==> config.mk <==
export PLATFORM = sky130hd
export DESIGN_NAME = nibble_serial_adder
export DESIGN_NICKNAME = d
export VERILOG_FILES = /design/src/rtl/nibble_serial_adder.sv
export SDC_FILE = /design/constraint.sdc
export NUM_CORES = 1
export LEC_CHECK = 0
export CORE_UTILIZATION = 60
export CTS_CLUSTER_SIZE = 30
export DETAILED_ROUTE_END_ITERATION = 8
export DONT_BUFFER_PORTS = 1
export PLACE_DENSITY = 0.76
export SKIP_CTS_REPAIR_TIMING = 1
export SYNTH_ARGS = -nofsm -noshare
export SYNTH_HDL_FRONTEND = slang
export SYNTH_HIERARCHICAL = 1
export SYNTH_SLANG_ARGS = --single-unit
==> constraint.sdc <==
create_clock -name clk -period 2.7 [get_ports clk]
set_input_delay 0.54 -clock clk [delete_from_list [all_inputs] [get_ports clk]]
set_output_delay 0.54 -clock clk [all_outputs]
set_load 0.01 [all_outputs]
==> src/rtl/nibble_serial_adder.sv <==
// nibble_serial_adder
//
// Adds two (4*NIBBLES)-bit unsigned operands one nibble per clock, least
// significant nibble first, through a 4-bit carry look-ahead adder. The carry
// is registered between nibbles, so no carry path is wider than 4 bits.
// Handshake: start (in IDLE) -> busy for NIBBLES cycles -> done for one cycle.
//
// Ports:
//   clk    - single clock, rising edge
//   rst    - synchronous active-high reset (priority over everything)
//   start  - add request, sampled only while idle
//   in1    - operand A (W bits), captured on the accepting edge
//   in2    - operand B (W bits), captured on the accepting edge
//   cin    - carry into nibble 0, captured on the accepting edge
//   busy   - high while nibbles are being added
//   done   - one-cycle pulse, sum/cout valid while high
//   sum    - registered W-bit result
//   cout   - registered carry-out of the top nibble

module carry_look_adder (
  input  logic [3:0] in1,
  input  logic [3:0] in2,
  input  logic       cin,
  output logic [3:0] sum,
  output logic       cout
);

  logic [3:0] gen;
  logic [3:0] prop;
  logic [3:0] carry;

  // Every carry is a flat sum of generate/propagate terms, so no carry
  // ripples through the sum logic of a lower bit.
  always_comb begin
    gen      = in1 & in2;
    prop     = in1 ^ in2;
    carry[0] = cin;
    carry[1] = gen[0] | (prop[0] & cin);
    carry[2] = gen[1] | (prop[1] & gen[0]) | (prop[1] & prop[0] & cin);
    carry[3] = gen[2] | (prop[2] & gen[1]) | (prop[2] & prop[1] & gen[0])
             | (prop[2] & prop[1] & prop[0] & cin);
    cout     = gen[3] | (prop[3] & gen[2]) | (prop[3] & prop[2] & gen[1])
             | (prop[3] & prop[2] & prop[1] & gen[0])
             | (prop[3] & prop[2] & prop[1] & prop[0] & cin);
    sum      = prop ^ carry;
  end

endmodule

module nibble_serial_adder #(
  parameter int NIBBLES = 4
) (
  input  logic                 clk,
  input  logic                 rst,
  input  logic                 start,
  input  logic [4*NIBBLES-1:0] in1,
  input  logic [4*NIBBLES-1:0] in2,
  input  logic                 cin,
  output logic                 busy,
  output logic                 done,
  output logic [4*NIBBLES-1:0] sum,
  output logic                 cout
);

  localparam int W     = 4 * NIBBLES;
  localparam int IDX_W = $clog2(NIBBLES);
  localparam logic [IDX_W-1:0] LAST_IDX = IDX_W'(NIBBLES - 1);

  typedef enum logic [1:0] {
    IDLE = 2'd0,
    RUN  = 2'd1,
    DONE = 2'd2
  } state_t;

  state_t           state_q, state_d;
  logic [W-1:0]     a_q, a_d;
  logic [W-1:0]     b_q, b_d;
  logic             c_q, c_d;
  logic [IDX_W-1:0] idx_q, idx_d;
  logic [W-1:0]     sum_q, sum_d;
  logic             cout_q, cout_d;
  logic             busy_q, busy_d;
  logic             done_q, done_d;

  logic [3:0]       nib_a;
  logic [3:0]       nib_b;
  logic [3:0]       nib_sum;
  logic             nib_cout;

  // {idx, 2'b00} is the bit offset 4*idx of the current nibble.
  assign nib_a = a_q[{idx_q, 2'b00} +: 4];
  assign nib_b = b_q[{idx_q, 2'b00} +: 4];

  carry_look_adder u_cla (
    .in1  (nib_a),
    .in2  (nib_b),
    .cin  (c_q),
    .sum  (nib_sum),
    .cout (nib_cout)
  );

  // busy/done are decoded from the next state and registered so that both
  // outputs come straight from flops and line up with the state register.
  always_comb begin
    state_d = state_q;
    a_d     = a_q;
    b_d     = b_q;
    c_d     = c_q;
    idx_d   = idx_q;
    sum_d   = sum_q;
    cout_d  = cout_q;

    case (state_q)
      IDLE: begin
        if (start) begin
          a_d     = in1;
          b_d     = in2;
          c_d     = cin;
          idx_d   = '0;
          state_d = RUN;
        end
      end
      RUN: begin
        sum_d[{idx_q, 2'b00} +: 4] = nib_sum;
        c_d = nib_cout;
        if (idx_q == LAST_IDX) begin
          cout_d  = nib_cout;
          state_d = DONE;
        end else begin
          idx_d = idx_q + 1'b1;
        end
      end
      DONE: begin
        state_d = IDLE;
      end
      default: begin
        state_d = IDLE;
      end
    endcase

    busy_d = (state_d == RUN);
    done_d = (state_d == DONE);
  end

  always_ff @(posedge clk) begin
    if (rst) begin
      state_q <= IDLE;
      a_q     <= '0;
      b_q     <= '0;
      c_q     <= 1'b0;
      idx_q   <= '0;
      sum_q   <= '0;
      cout_q  <= 1'b0;
      busy_q  <= 1'b0;
      done_q  <= 1'b0;
    end else begin
      state_q <= state_d;
      a_q     <= a_d;
      b_q     <= b_d;
      c_q     <= c_d;
      idx_q   <= idx_d;
      sum_q   <= sum_d;
      cout_q  <= cout_d;
      busy_q  <= busy_d;
      done_q  <= done_d;
    end
  end

  assign busy = busy_q;
  assign done = done_q;
  assign sum  = sum_q;
  assign cout = cout_q;

endmodule

==> out/metrics.cfg, run 1 <==
[run_status]
status = completed

[logic_synthesis]
synth_edf_count = 0
synthArstFlopShare = 0
yosysTopAreaCellShare = 0.436
synth_area_leaders = dfxtp_1, nand2_1, a21oi_1
synth_cell_types = 38
synth_largest_area_cell = dfxtp_1
yosysWarnings = 6
synth-main-ff-cell = dfxtp_1
seq_area_frac_synth = 0.436
avgSynthCellArea_sq_um = 9.22
ys_seq_elements = 56
synth.cell_area_sq_mm = 0.00257
synthCells = 279
syn_nets = 325

[global_routing]
antenna_found_initial = 0
grt_max_degree = 59
grt_pass1_wl_um = 8170
grt_pass1_vias = 1764
grt_usage = 0.242
overflow = 0

[pwr]
cellPowerDensity_mw_per_mm2 = 597
power.total_mw = 1.57
p_leak_nw = 0.994
ir_worst_vdd_mv = 0.404

[floorplan]
io_pins = 55
dieArea_sq_mm = 0.00455
placementRows = 23
fp.dieW_um = 67.5
initial_utilization = 0.634
core-area_sq_mm = 0.00406
fp.dieH_um = 67.5

[setup_path]
path_class = reg2reg
critPathRequiredTime_ps = 2950
reg2reg_depth = 8
r2r-end = sum[11]
r2r_slack_ps = 280
cp.arrival_ps = 2660
cp-start-kind = flop
endpoint_kind = flop
worstReg2RegStart = idx_q[0]
worst-path-max-fanout = 10

[routing]
final_antenna_net_count = 0
avgRoutedWirePerCell_um = 15.5
drt_iter0_drc = 114
first_pass_iters = 5
viasPerCell = 5.83
drc = 0
wl_um = 4980
vias = 1873

[min_path]
whs_endpoint = sum[1]
whs_path_depth = 1
min_from = rst
holdCritPathClass = in2reg

[timing]
max-slew-margin-rel = 0.659
max_freq_mhz = 414
hold_violations = 0
worst_slack_ps = 284
fin_crit_ps = 2420
finalSetupViolations = 0
holdWs_ps = 288
report.final.slew_viol_count = 0
worst_slew_pin_slew_ps = 511
fin_crit_sh = 0.895
skew_ps = 7.16
rsz0062_at_grt = false
fin_tns_setup_ps = 0

[clock_network]
clockBufferDepth = 2
cts.sinks = 56
root_buffer = clkbuf_8
cts_max_level = 2
numCtsBuffers = 5
tritoncts = yes
clkLatencyLatePin_ps = 310
cts.reportedPaths.clkPinSlew_ps = 90

[layout]
stdcell_count = 321
multi_input_area_sq_mm = 0.00128
fin_nets = 317
drive_gt1_frac = 0.107
n_antenna_cell = 0
fin_util = 0.647
fin_area_sq_mm = 0.00263
fillers = 367
syn_to_final_growth_pct = 2.04
register_area_sq_mm = 0.00112

[place]
dpl.cell_count = 314
place_congestion = 0.819
dp_hpwl_um = 3530
pre_cts_slack_ps = 128
portBuffers = 0
place_area_sq_mm = 0.00253

[flow_run]
max_cap_viol_count = 0

layer usage:
| layer | track usage | part of all wire |
|---|---|---|
| met3 | 0.0726 | 0.066 |
| met5 | 0 | 0 |
| met1 | 0.316 | 0.48 |
| met2 | 0.379 | 0.44 |
| met4 | 0.0798 | 0.014 |
area by class of cell:
| cell class | count | share of cell area |
|---|---|---|
| multi-input cells | 195 | 0.488 |
| flip-flops and latches | 56 | 0.428 |
| clock buffers | 7 | 0.0367 |
| well taps | 50 | 0.0238 |
| inverters | 9 | 0.0129 |
| repair buffers | 4 | 0.0114 |
worst max path at each step:
stage / from / to / slack (ps) / cells after the start
final: idx_q[0] / sum[11] / 280 / 8
after global routing: idx_q[0] / sum[11] / 40 / 8
after CTS: idx_q[0] / sum[11] / 120 / 8
after detailed placement: idx_q[0] / sum[11] / 130 / 8
after global placement: idx_q[0] / sum[11] / 210 / 8
after floorplan: idx_q[0] / c_q / 250 / 8
sequential cells by signal, indices dropped and copies added, names as in the netlist:
name / flops
a_q: 16
b_q: 16
busy: 1
c_q: 1
cout: 1
done: 1
idx_q: 2
state_q: 2
sum: 16
worst max-delay path: stages, from the launching register on:
cell     delay (ps)
dfxtp_2         460
buf_4           230
mux4_2          530
ha_1            210
a21o_1          160
a31o_1          200
xor2_1          300
nand3_1         120
a21oi_1         150
cells in the final DEF, fill, tap and decap left out, drive strengths merged:
cell type,netlist,routed
nand2,74,74
dfxtp,56,56
a21oi,43,43
nor3b,12,12
ha,9,9
inv,9,9
a31o,9,9
mux4,8,8
nand3,8,8
clkbuf,4,7
and3b,4,4
buf,15,4
nor2,3,3
a21o,3,3
nand3b,2,2
nor2b,2,2
and3,2,2
a31oi,2,2
xnor2,2,2
nor4b,2,2
and4b,1,1
or3b,1,1
nand2b,1,1
o22ai,1,1
o21bai,1,1
a221oi,1,1
mux2i,1,1
o21ai,1,1
xor2,1,1
fa,1,1
cell usage after synthesis, types with 5 or more instances:
cell and count:
nand3_1 8, nor3b_1 10, nand2_1 74, buf_2 5, ha_1 9, inv_1 8, buf_6 7, mux4_2 8
a31o_1 5, dfxtp_1 56, a21oi_1 43
where the power goes:
group | leakage (nW) | internal, mW | switching (mW)
combinational | 0.486 | 0.0764 | 0.103
clock | 0.0503 | 0.229 | 0.262
sequential | 0.458 | 0.864 | 0.0335
cells by family after synthesis:
family,share of synthesized area
compound gates,0.139
xor+xnor,0.0102
fa+ha+maj,0.0516
buf+inv,0.0666
flops,0.436
mux,0.0739
simple gates,0.223
No activity file was read; power rests on OpenSTA's default activity.
==> inputs of run 2 (changes only) <==
Settings changed: CELL_PAD_IN_SITES_DETAIL_PLACEMENT set to 1, CELL_PAD_IN_SITES_GLOBAL_PLACEMENT set to 2, CORE_UTILIZATION 60 to 37, PLACE_DENSITY 0.76 to 0.77, SETUP_SLACK_MARGIN set to 0.05.
==> out/metrics.cfg, run 2 (synthesis results as in run 1) <==
[setup_path]
cp-start-kind = flop
critPathBufInv = 1
crit_chain = mux4_2, ha_1, a21o_1, a31o_1, xor2_1, buf_4, a31o_2
critPathLaunch = idx_q[0]
path_class = reg2reg
endpoint_kind = flop
worst-path-max-fanout = 8
cp.arrival_ps = 2720
worstReg2RegStart = idx_q[0]
critPathRequiredTime_ps = 2910
crit_slowest_cell = dfxtp_1
cp_slowest_stage_delay_ps = 590
crit_family = compound AO/OA/AOI/OAI gates

[routing]
drt_iter0_drc = 95
wl_um = 5920
viasPerCell = 5.32
vias = 1894
final_antenna_net_count = 0
first_pass_iters = 4
avgRoutedWirePerCell_um = 16.6
drc = 0

[floorplan]
initial_utilization = 0.381
io_pins = 55
core-area_sq_mm = 0.00676
dieArea_sq_mm = 0.00729
placementRows = 30
fp.dieW_um = 85.4
fp.dieH_um = 85.4

[layout]
syn_to_final_growth_pct = 5.06
stdcell_count = 356
drive_gt1_frac = 0.116
fin_area_sq_mm = 0.00270
multi_input_area_sq_mm = 0.00128
mostFrequentLayoutCells = nand2_1, dfxtp_1, a21oi_1
register_area_sq_mm = 0.00112
final_common_cell = nand2_1
fin_nets = 321
fillers = 799
n_antenna_cell = 0

[place]
portBuffers = 0
dp_hpwl_um = 4240
dpl.cell_count = 348
place_area_sq_mm = 0.00259
pre_cts_slack_ps = 191
place_congestion = 0.712

[clock_network]
cts_max_level = 2
clkLatencyLatePin_ps = 310
numCtsBuffers = 5
cts.sinks = 56
clockBufferDepth = 2
root_buffer = clkbuf_8
tritoncts = yes
cts.reportedPaths.clkPinSlew_ps = 100

[timing]
fin_crit_ps = 2510
worst_slew_pin_slew_ps = 568
finalSetupViolations = 0
fin_crit_sh = 0.930
worst_slack_ps = 189
fin_tns_setup_ps = 0
report.final.slew_viol_count = 0
max-slew-margin-rel = 0.621
hold_violations = 0
rsz0062_at_grt = false
max_freq_mhz = 398
skew_ps = 11.4

[pwr]
power.total_mw = 1.65
cellPowerDensity_mw_per_mm2 = 610
ir_worst_vdd_mv = 0.202
p_leak_nw = 1.02

[global_routing]
grt_max_degree = 59
overflow = 0
grt_usage = 0.176
antenna_found_initial = 0
grt_pass1_vias = 1969
grt_pass1_wl_um = 10100

[min_path]
min_from = rst
holdCritPathClass = in2reg

[run_status]
status = completed

[flow_run]
max_cap_viol_count = 0

run 2: cell count changes in the layout (fill, tap and decap cells not counted), sizes merged:
| cell | before | now |
|---|---|---|
| bufinv | 0 | 1 |
| clkbuf | 7 | 6 |
| buf | 4 | 8 |
| clkinv | 0 | 1 |
run 2: layer usage:
layer | global-route usage | vias to the layer above | part of all wire
li1 | - | 947 | -
met1 | 0.238 | 895 | 0.48
met2 | 0.290 | 48 | 0.46
met3 | 0.0360 | 4 | 0.046
met4 | 0.0455 | 0 | 0.0071
met5 | 0 | - | 0
run 2: path summary, 6_finish.rpt:
path / slack (ps) / endpoint / cells after the start
max reg2reg: 190 / sum[7] / 7
max: 190 / sum[7] / 7
min: 290 / sum[10] / 1
min reg2reg: 460 / b_q[11] / 2
run 2: final cells by class:
type	instances	share of cell area
clock inverters	2	0.0130
flip-flops and latches	56	0.415
clock buffers	6	0.0269
multi-input cells	195	0.474
repair buffers	8	0.0222
inverters	9	0.0125
well taps	80	0.0370
run 2: power by group:
group	switching, mW	total (mW)	internal, mW
Combinational	0.113	0.203	0.0897
Clock	0.270	0.546	0.276
Sequential	0.0349	0.899	0.864
Total	0.419	1.65	1.23
run 2: per-stage QoR:
step	utilization	hold slack, ps
after floorplan	-	433
after global placement	0.384	435
after detailed placement	0.384	442
after CTS	0.400	274
after global routing	0.400	274
final	0.400	290
==> variant: new RTL, flow settings as in run 1 <==
The output `done` loses its register stage (`done_q` becomes a continuous assignment).
--- a/src/rtl/nibble_serial_adder.sv
+++ b/src/rtl/nibble_serial_adder.sv
@@ -153,5 +153,4 @@
       cout_q  <= 1'b0;
       busy_q  <= 1'b0;
-      done_q  <= 1'b0;
     end else begin
       state_q <= state_d;
@@ -163,7 +162,8 @@
       cout_q  <= cout_d;
       busy_q  <= busy_d;
-      done_q  <= done_d;
     end
   end
+
+  assign done_q = done_d;
 
   assign busy = busy_q;
Behaviour: not the same (Yosys sat finds a counterexample within 10 cycles, from zero or initial values and one cycle with rst high).
==> variant against run 1 <==
  * Hold slack got worse by 0.0081 ns
  * Clock skew up 0.0044 ns
  * Final cell count is 0.31% higher
  * Worst setup slack gained 0.021 ns
  * Wire length shrank 1.3%
  * Area after synthesis down 4.6%
  * Power is 1.4% higher
  * Sequential cell count fell by 1
  * Final area decreased by 1.2%
  * Maximum frequency is 0.86% higher
  * Critical endpoint is now c_q
  * Largest cell class unchanged
  * Highest routed layer unchanged
==> variant: results (changes against run 1) <==
Hold Path End b_q[7]; Worst VDD drop 0.353 mV (-13%); total track usage 0.249 (+0.00722); Synth cell types 32 (-16%); vias after detailed routing 1882 (+0.48%); R2R setup slack 0.30 ns (+0.02 ns); hold_sp rst; worst r2r path cells 7 (-1); layout cells sized above 1 0.106 (-0.00117); routed len/inst 15.3 um (-1.6%); first-pass GRT wire length 8.11 mm (-0.76%); asr flop ratio synth 0 (unchanged); hold path depth 1 (unchanged); Reg clk slew, reported paths 0.10 ns; largest net degree at the start of global routing 54 (-8.5%); Synth area leaders dfxtp_1 (45%), nand2_1 (12%), a21oi_1 (9.8%); vias in the first global route 1782 (+1.0%); Layout fillers 323 (-12%); Worst slew margin 0.654 (-0.00506); mean area per synthesized cell 8.83 sq um (-4.3%); reg2reg end c_q; status complete, no violations; clock buffer depth 2 (unchanged); ant diodes 0 (unchanged); Worst path max stage delay 0.50 ns (-0.03 ns); Root Driver clkbuf_8; Final nets 320 (+0.95%); Pleak 0.970 nW (-2.4%); First DRT Iteration DRCs 209 (+83%); Crit path arrival time 2.61 ns (-0.05 ns); TritonCTS buffer count 5 (unchanged); sequential area share after synthesis 0.449 (+0.0130); DPL Wire Length 3.50 mm (-0.95%); delay-heaviest family, CP compound AO/OA/AOI/OAI gates; Worst Skew 0.0116 ns (+0.00442 ns); GP Congestion 0.808 (-1.4%); largest fanout on the critical path 8 (-2); post-place setup slack 0.0823 ns (-0.0460 ns); final wirelength 4.92 mm (-1.3%); top cells by count, synth nand2_1 (80), dfxtp_1 (55), a21oi_1 (48); TritonRoute pass-1 iters 4 (-1)
-- variant: changes by cell type after synthesis, moves of 5 or more --
cell	delta
nand2_1	+6
a21oi_1	+5
buf_6	-5
nor3b_1	-9
-- variant: metrics by stage --
stage          hold WS (ns)  area [sq um]
6_report              0.280          2590
5_1_grt               0.262          2590
4_1_cts               0.272          2580
3_5_place_dp          0.441          2480
3_3_place_gp          0.438          2480
2_1_floorplan         0.433          2450
-- variant: cell families (layout without fill, tap and decap cells) --
group / Yosys count / after routing / synth area share
buf+inv: 28 / 24 / 0.0535
mux: 9 / 9 / 0.0775
compound gates: 60 / 60 / 0.139
fa+ha+maj: 10 / 10 / 0.0541
simple gates: 113 / 113 / 0.217
xor+xnor: 3 / 3 / 0.0107
flops: 55 / 55 / 0.449
-- variant: cell type report --
| type | instances | area, sq um | area share |
|---|---|---|---|
| timing repair buffer | 7 | 52.6 | 0.0203 |
| sequential | 55 | 1100 | 0.425 |
| inverter | 10 | 37.5 | 0.0145 |
| clock inverter | 2 | 37.5 | 0.0145 |
| clock buffer | 5 | 68.8 | 0.0265 |
| multi-input combinational | 195 | 1230 | 0.476 |
| tap | 48 | 60.1 | 0.0232 |
-- variant: power by group --
| group | total [mW] | switching (mW) | internal (mW) |
|---|---|---|---|
| logic | 0.173 | 0.0970 | 0.0758 |
| registers | 0.877 | 0.0304 | 0.847 |
| clock network | 0.540 | 0.269 | 0.271 |
| total | 1.59 | 0.396 | 1.19 |
-- variant: worst max-delay path by stage --
| stage | depth (start not counted) | end | from | slack (ns) |
|---|---|---|---|---|
| floorplan | 9 | c_q | idx_q[0] | 0.26 |
| global placement | 7 | sum[11] | idx_q[0] | 0.17 |
| detailed placement | 7 | sum[11] | idx_q[0] | 0.08 |
| CTS | 7 | sum[11] | idx_q[0] | 0.04 |
| global route | 7 | sum[11] | idx_q[0] | 0.10 |
| finish | 7 | c_q | idx_q[0] | 0.30 |
-- variant: metal layers --
metal  share of wire  global-route usage  up-vias
li1                -                   -      945
met1            0.48               0.360      869
met2            0.44               0.355       60
met3           0.072              0.0603        8
met4           0.016              0.0984        0
met5               0                   0        -
-- variant: worst reg2reg max path: cells and delay by family, from the launching register on --
| family | cells | cell delay (ns) |
|---|---|---|
| AND/OR/NAND/NOR | 1 | 0.06 |
| AO/OA/AOI/OAI | 3 | 0.73 |
| adder cells (fa/ha/maj) | 1 | 0.35 |
| multiplexers | 1 | 0.50 |
| flip-flops | 1 | 0.48 |
| buffers and inverters | 1 | 0.18 |
